## src/rtl/fb_cmd_writer.sv

```systemverilog
// Framebuffer port-A write master: turns the SPI command byte stream into pixel writes,
// palette writes, hardware fills and vblank waits.
module fb_cmd_writer #(
  parameter int FB_SIZE = 76800,
  parameter int ADDR_W  = 17
) (
  input  logic              clk,
  input  logic              reset,
  input  logic              cmd_start,
  input  logic [7:0]        cmd_data,
  input  logic              cmd_valid,
  output logic              cmd_ready,
  input  logic              vblank_async,
  output logic [ADDR_W-1:0] rgb_addr,
  output logic [7:0]        rgb_in,
  output logic              wren_rgb,
  output logic [7:0]        palette_addr,
  output logic [23:0]       palette_in,
  output logic              wren_palette,
  output logic              busy,
  output logic              error
);
  typedef enum logic [3:0] {
    S_OPCODE, S_ADDR0, S_ADDR1, S_ADDR2, S_PIXELS, S_PAL_IDX, S_PAL_R, S_PAL_G,
    S_PAL_B, S_CNT0, S_CNT1, S_CNT2, S_FILL_VAL, S_FILLING, S_WAIT_VB, S_IGNORE
  } state_t;

  localparam logic [ADDR_W:0]   FB_LIM  = (ADDR_W+1)'(FB_SIZE);
  localparam logic [ADDR_W-1:0] FB_LAST = ADDR_W'(FB_SIZE - 1);

  state_t            state_q, st;
  logic [ADDR_W-1:0] addr_q, cnt_q, addr_inc, start_addr;
  logic [7:0]        pal_idx_q, pal_r_q, pal_g_q, fill_val_q;
  logic              is_fill_q, busy_q;
  logic [2:0]        vb_q;
  logic              vb_rise, accept, bad_addr;

  // cmd_start forces the opcode state in the same cycle so a concurrent byte is the new opcode
  assign st         = cmd_start ? S_OPCODE : state_q;
  assign cmd_ready  = ~busy_q;
  assign busy       = busy_q;
  assign accept     = cmd_valid & ~busy_q;
  assign vb_rise    = vb_q[1] & ~vb_q[2];
  assign addr_inc   = (addr_q == FB_LAST) ? '0 : addr_q + 1'b1;
  assign start_addr = {addr_q[ADDR_W-1:8], cmd_data};
  assign bad_addr   = {1'b0, start_addr} >= FB_LIM;

  always_ff @(posedge clk) begin
    if (reset) begin
      state_q <= S_OPCODE;   busy_q <= 1'b0;     error <= 1'b0;
      addr_q <= '0;          cnt_q <= '0;        is_fill_q <= 1'b0;
      pal_idx_q <= '0;       pal_r_q <= '0;      pal_g_q <= '0;
      fill_val_q <= '0;      vb_q <= '0;
      rgb_addr <= '0;        rgb_in <= '0;       wren_rgb <= 1'b0;
      palette_addr <= '0;    palette_in <= '0;   wren_palette <= 1'b0;
    end else begin
      vb_q         <= {vb_q[1:0], vblank_async};
      wren_rgb     <= 1'b0;
      wren_palette <= 1'b0;
      busy_q       <= 1'b0;
      state_q      <= st;
      case (st)
        S_OPCODE: if (accept) begin
          case (cmd_data)
            8'h01:   begin is_fill_q <= 1'b0; state_q <= S_ADDR0; end
            8'h02:   state_q <= S_PAL_IDX;
            8'h03:   begin is_fill_q <= 1'b1; state_q <= S_ADDR0; end
            8'h04:   begin busy_q <= 1'b1; state_q <= S_WAIT_VB; end
            default: begin error <= 1'b1; state_q <= S_IGNORE; end
          endcase
        end
        S_ADDR0: if (accept) begin
          addr_q[ADDR_W-1:16] <= cmd_data[ADDR_W-17:0];
          state_q <= S_ADDR1;
        end
        S_ADDR1: if (accept) begin
          addr_q[15:8] <= cmd_data;
          state_q <= S_ADDR2;
        end
        S_ADDR2: if (accept) begin
          if (bad_addr) begin
            error   <= 1'b1;
            state_q <= S_IGNORE;
          end else begin
            addr_q  <= start_addr;
            state_q <= is_fill_q ? S_CNT0 : S_PIXELS;
          end
        end
        S_PIXELS: if (accept) begin
          wren_rgb <= 1'b1; rgb_addr <= addr_q; rgb_in <= cmd_data;
          addr_q   <= addr_inc;
        end
        S_PAL_IDX: if (accept) begin pal_idx_q <= cmd_data; state_q <= S_PAL_R; end
        S_PAL_R:   if (accept) begin pal_r_q <= cmd_data;   state_q <= S_PAL_G; end
        S_PAL_G:   if (accept) begin pal_g_q <= cmd_data;   state_q <= S_PAL_B; end
        S_PAL_B: if (accept) begin
          wren_palette <= 1'b1;
          palette_addr <= pal_idx_q;
          palette_in   <= {pal_r_q, pal_g_q, cmd_data};
          pal_idx_q    <= pal_idx_q + 8'd1;
          state_q      <= S_PAL_R;
        end
        S_CNT0: if (accept) begin cnt_q[ADDR_W-1:16] <= cmd_data[ADDR_W-17:0]; state_q <= S_CNT1; end
        S_CNT1: if (accept) begin cnt_q[15:8] <= cmd_data; state_q <= S_CNT2; end
        S_CNT2: if (accept) begin cnt_q[7:0]  <= cmd_data; state_q <= S_FILL_VAL; end
        S_FILL_VAL: if (accept) begin
          fill_val_q <= cmd_data;
          if (cnt_q != '0) begin
            // first write is issued here so wren_rgb follows V by one cycle
            wren_rgb <= 1'b1; rgb_addr <= addr_q; rgb_in <= cmd_data;
            addr_q   <= addr_inc;
            cnt_q    <= cnt_q - 1'b1;
            busy_q   <= 1'b1;
            state_q  <= S_FILLING;
          end else begin
            state_q  <= S_OPCODE;
          end
        end
        S_FILLING: begin
          if (cnt_q != '0) begin
            wren_rgb <= 1'b1; rgb_addr <= addr_q; rgb_in <= fill_val_q;
            addr_q   <= addr_inc;
            cnt_q    <= cnt_q - 1'b1;
            busy_q   <= 1'b1;
          end else begin
            // stay one extra cycle so busy covers the final strobe
            state_q  <= S_OPCODE;
          end
        end
        S_WAIT_VB: begin
          if (vb_rise) state_q <= S_OPCODE;
          else         busy_q  <= 1'b1;
        end
        S_IGNORE: state_q <= S_IGNORE;
        default:  state_q <= S_OPCODE;
      endcase
    end
  end
endmodule
```

## config.mk

```make
export PLATFORM = sky130hd
export DESIGN_NAME = fb_cmd_writer
export DESIGN_NICKNAME = d
export VERILOG_FILES = /design/src/rtl/fb_cmd_writer.sv
export SDC_FILE = /design/constraint.sdc
export NUM_CORES = 1
export LEC_CHECK = 0
export ABC_AREA = 1
export CAP_MARGIN = 20
export CORE_ASPECT_RATIO = 0.6
export CORE_MARGIN = 4
export CORE_UTILIZATION = 55
export CTS_BUF_LIST = sky130_fd_sc_hd__clkbuf_16
export CTS_CLUSTER_SIZE = 14
export DETAILED_ROUTE_END_ITERATION = 10
export GPL_TIMING_DRIVEN = 0
export PLACE_DENSITY = 0.8
export RECOVER_POWER = 50
export SETUP_SLACK_MARGIN = 0.5
export SLEW_MARGIN = 20
export SYNTH_ARGS = -nofsm -noshare
export SYNTH_HDL_FRONTEND = slang
export SYNTH_SLANG_ARGS = --single-unit
```

## constraint.sdc

```tcl
create_clock -name clk -period 3.9 [get_ports clk]
set_input_delay 0.39 -clock clk [delete_from_list [all_inputs] [get_ports clk]]
set_output_delay 0.39 -clock clk [all_outputs]
set_load 0.03 [all_outputs]
```

### Word-level counts from Yosys, hierarchy flattened

Cells that the tools add are included.

* bits in read-only memories: 0
* output and inout port bits: 62
* memories kept: 0
* bits in latches: 0
* input bits: 13
* logic and storage cells: 157
* bits in writable memories: 0
* flip-flop bits (word level): 135

* shift-type cells: 0
* eq/ne operators: 36
* magnitude comparators: 1
* bitwise operators: 6
* $mul: 0
* add/subtract/negate cells: 3
* reductions and logical operators: 31
* divide/modulo/power cells: 0
* muxes and demuxes: 59

Operator list (count)
* two-way mux 17 bit: 9
* case mux 8 bit (3 select lines): 3
* two-way mux 4 bit: 17
* two-way mux 8 bit: 7
* case mux 4 bit (14 select lines): 1
* case mux 17 bit (3 select lines): 1
* case mux 8 bit (5 select lines): 1
* equality test 4 bit (second input constant): 8
* != test 2 bit (second input constant): 16
* case mux 8 bit (4 select lines): 1
* AND reduction 5 bit: 5
* AND reduction 3 bit: 6
* adder 17 x 1 -> 17 bit (second input constant): 1
* equality test 17 bit (second input constant): 1
* >= comparator 17 bit (second input constant): 1
* nonzero test 17 bit: 1
* subtractor 17 x 1 -> 17 bit (second input constant): 1
* equality test 4 x 3 -> 1 bit (second input constant): 4
* equality test 8 x 2 -> 1 bit (second input constant): 2
* case mux 8 bit (2 select lines): 1
* case mux 4 bit (3 select lines): 1
* nonzero test 3 bit: 4
* nonzero test 4 bit: 3
* two-way mux 1 bit: 11
* 16 further kinds: 30

### Logic depth before layout (Yosys ltp)

* depth after elaboration: 5
* mapped depth: 14
* mapped depth without buffers: 14

### Least setup slack after synthesis

No wires, ideal clock.

* path type: reg2reg
* start: register busy_q (netlist: busy)
* end: register state_q[0]
* data required time: 3.772 ns
* library setup time: 0.128 ns
* clock period less this slack: 1.824 ns
* arrival: 1.697 ns
* buffers on the path: 0
* setup slack: 2.076 ns
* stages on the path, launching flop included: 10
* path through: dfxtp_1 inv_2 nand2_2 clkinv_1 nand2_1 nand2_1 nor3_1 nand2_1 nor2_1 nor2_1

* word-level cells in the longest chain between the ends: 4
* elaborated cells between the ends (all ways): 14
* classes of those cells: 12 x mux; 2 x bitwise

Ends and longest elaborated chain
* from (decl): line 34 `logic is_fill_q, busy_q;`
* from (signal assigned): line 50 `state_q <= S_OPCODE; busy_q <= 1'b0; error <= 1'b0;`
* from (signal assigned): line 60 `busy_q <= 1'b0;`
* from (signal assigned): line 68 `8'h04: begin busy_q <= 1'b1; state_q <= S_WAIT_VB; end`
* inverter 1 bit *
* via cmd_ready: line 12 `output logic cmd_ready,`
* AND 1 bit *: line 42 `assign accept = cmd_valid & ~busy_q;`
* two-way mux 4 bit, or another cell as far along: line 106 `S_FILL_VAL: if (accept) begin`
* case mux 4 bit (14 select lines) *: line 62 `case (st)`
* to (signal assigned): line 61 `state_q <= st;`
* to (signal assigned): line 86 `state_q <= is_fill_q ? S_CNT0 : S_PIXELS;`
* to (decl): line 31 `state_t state_q, st;`

Mark *: on every way through the listed nets, which the timed path passes. The rest lies on a longest branch.
A chain may end at the register's enable or synchronous reset.

### Worst setup path after layout

* start: input cmd_start
* end: register rgb_addr[12]

* word-level cells in the longest chain between the ends: 4
* elaborated cells between the ends (all ways): 9
* classes of those cells: 5 x eq/ne; 2 x mux; 2 x reduce/logical

Ends and longest elaborated chain
* from (decl): line 9 `input logic cmd_start,`
* two-way mux 4 bit *: line 39 `assign st = cmd_start ? S_OPCODE : state_q;`
* equality test 4 x 3 -> 1 bit / equality test 4 bit (equally long branches): line 62
* != test 2 bit (no source line) / nonzero test 3 bit (equally long branches)
* AND reduction 3 bit (no source line)
* to (signal assigned): line 54 `rgb_addr <= '0; rgb_in <= '0; wren_rgb <= 1'b0;`
* to (signal assigned): line 90 `wren_rgb <= 1'b1; rgb_addr <= addr_q; rgb_in <= cmd_data;`
* to (signal assigned): line 110 `wren_rgb <= 1'b1; rgb_addr <= addr_q; rgb_in <= cmd_data;`
* to (decl): line 14 `output logic [ADDR_W-1:0] rgb_addr,`

Every way passes the cells marked *; elsewhere a longest branch is shown, timed or not.

==> flow_summary.ini <==
[status]
status = completed

[critical_path]
crit_path_end_kind = register
cp_data_arrival_time_ns = 3.13
crit_fanout = 10
regToRegStartpoint = state_q[0]$_SDFF_PP0_
critPathLaunch = cmd_start
cp_data_required_time_ns = 4.19
cp-start-kind = primary input
path_class = primary input to register

[grt]
grt_pass1_vias = 6577
antenna_found_initial = 0
grt_remaining_overflow = 0
grt_max_degree = 17
track_usage_pct = 31.6
grt_pass1_wl_um = 34900

[power_and_ir_drop]
ir_drop_v = 0.000280
p_per_area_nw_per_um2 = 462
total_power_uw = 3770
power_leakage_uw = 0.00367

[clock_network]
cts-resized-gates = 0
cts_hold_buffers = 0
numCtsBuffers = 17
cts_root_buffer = clkbuf_16
post_cts_buffers = 0
clk_latency_ns = 0.42
cts.sinks = 135
path_clk_slew_ns = 0.06
cts_tree = built
clock_path_buffers = 2
cts_htree_levels = 4

[synth]
seq_area_frac_synth_pct = 40.2
yosys-top-cells-area = dfxtp_1, nand2_1, a21oi_1, o21ai_0, nor2_1
synth.cell_area_um2 = 6730
yosys_warnings = 0
syn_avg_cell_area_um2 = 6.61
yosys.area_share.simple_pct = 31.9
synth_seq_cells = 135
synth_top_cell_by_area = dfxtp_1
synth_compound_area_share_pct = 18.5
synth_mux_area_share_pct = 0
synthCells = 1017
synthAdderAreaFrac_pct = 0.744
synth_top_family_by_area = simple AND/OR/NAND/NOR gates
yosysTopAreaCellShare_pct = 40.2
ys_types = 36
synth-xor-area-share_pct = 1.04
synth_nets = 1034

[cells_and_area]
fillers = 1031
final_core_util_pct = 70.2
area.growth.synth_to_final_pct = 21.4
num-nets-final = 1124
layout-drive-gt1-share_pct = 5.89
final_cells = 1280
diodes = 0

[sta]
finalSetupTns_ns = 0
drv_slew = 0
hold_viol = 0
finalSetupViolCount = 0
rsz0062_at_grt = no
relSlewSlack_pct = 41.4
fin_crit_sh_pct = 72.8
layout_min_cycle_time_ns = 2.84
clock_skew_ns = 0.0102
timing.fmax_ghz = 0.352
worst_slew_pin_slew_ns = 0.879

[floorplanning]
die_area_um2 = 14100
io_pins = 75
fp-row-count = 30
die_y_um = 93.7
die_x_um = 151
start_util_pct = 57.8
core-area_um2 = 11600

[worst_hold_path]
hp-class = register to register
min_from = vb_q[0]$_SDFF_PP0_

[drt]
wl_per_cell_um = 17.4
ant_nets = 0
viasPerCell = 5.73
drtIter0Drc = 810
drc = 0
routed_wl_um = 22300
firstDrtPassIters = 5
vias = 7337

[job]
drv_cap = 0

[placement]
dp_cells = 1248
hpwl_um = 16100
place_congestion = 1.04
numPortBuffers = 71
-- metal layers --
metal,vias to the layer above,GRT usage (%),part of all wire (%)
met5,-,3.46,0.26
met4,2,8.82,1.7
met3,46,11.2,14
met2,449,41.3,38
met1,3302,47.7,46
li1,3538,-,-
-- cell families (layout without fill, tap and decap cells) --
family                   after synthesis  after routing
AND/OR/NAND/NOR                      501            501
AO/OA/AOI/OAI                        240            240
flip-flops                           135            135
buffers and inverters                129            232
XOR/XNOR                               8              8
adder cells (fa/ha/maj)                4              4
-- cell usage after synthesis, drive strengths merged --
master	number
nand3	88
o21a	4
o31ai	1
nor3	16
o2111ai	1
o21bai	1
clkbuf	27
inv	85
a21boi	1
ha	4
xor2	8
clkinv	1
nand2	231
nand3b	2
o211ai	3
a31oi	5
or2	2
buf	16
o21ai	113
dfxtp	135
nor2	148
a21oi	111
nand4	14
-- power breakdown --
group / switching (µW) / leakage [µW] / total (µW) / internal, µW
combinational: 463 / 0.00229 / 647 / 184
sequential: 65.6 / 0.00109 / 1520 / 1460
clock: 693 / 0.000286 / 1600 / 906
total: 1220 / 0.00367 / 3770 / 2550
-- final timing paths --
check             slack, ns  cells after the start                   endpoint
setup / recovery       1.06                     11  rgb_addr[12]$_SDFFE_PP0P_
hold / removal         0.42                      2         vb_q[1]$_SDFF_PP0_
setup reg to reg       1.47                      9  rgb_addr[12]$_SDFFE_PP0P_
hold reg to reg        0.42                      2         vb_q[1]$_SDFF_PP0_
-- cell type report --
type	count	area, µm²	share of cell area [%]
multi-input combinational	753	3460	42.4
sequential	135	2700	33.1
timing repair buffer	71	711	8.70
clock buffer	17	425	5.21
inverter	86	323	3.95
tap	160	200	2.45
buffer	43	184	2.25
clock inverter	15	159	1.95
-- layout by cell type, fill, tap and decap left out, types with 2 or more instances in the layout --
cell               n
nor3_1            16
nor2_2             2
a31oi_1            5
or2_2              2
ha_1               4
nand3_1           87
buf_2              9
clkbuf_1          31
dlygate4sd3_1     63
nor2_1           145
inv_8              5
clkinv_4           4
o21a_1             4
nand2_2            7
o21ai_0          109
nand3b_1           2
nand4_1           13
a21oi_1          111
inv_1             76
clkinv_1           2
o211ai_1           3
inv_2              9
clkdlybuf4s50_1    8
dfxtp_1          135
clkbuf_16         17
inv_6              3
nand2_1          224
o21ai_1            3
xor2_1             8
-- critical path, cell delays in order --
cell           delay, ns
dlygate4sd3_1       0.59
inv_1               0.15
nand2_1             0.23
nand2_1             0.26
nor2_1              0.16
nor2_1              0.09
buf_6               0.15
nor2_1              0.29
clkbuf_1            0.43
buf_4               0.28
a21oi_1             0.09
-- per-stage QoR --
| stage | hold slack [ns] | cell area (µm²) | setup slack [ns] |
|---|---|---|---|
| after floorplan | 0.388 | 6730 | 2.08 |
| after global placement | 0.405 | 7640 | 1.22 |
| after detailed placement | 0.403 | 7640 | 1.26 |
| after CTS | 0.411 | 8220 | 1.69 |
| after global routing | 0.466 | 8160 | 0.940 |
| final | 0.416 | 8160 | 1.06 |
-- flip-flops by register name, indices dropped and copies added, names as in the netlist, 17 cells and up --
| name | flops |
|---|---|
| palette_in | 24 |
| addr_q | 17 |
| cnt_q | 17 |
| rgb_addr | 17 |
(Power assumes the default switching activity.)
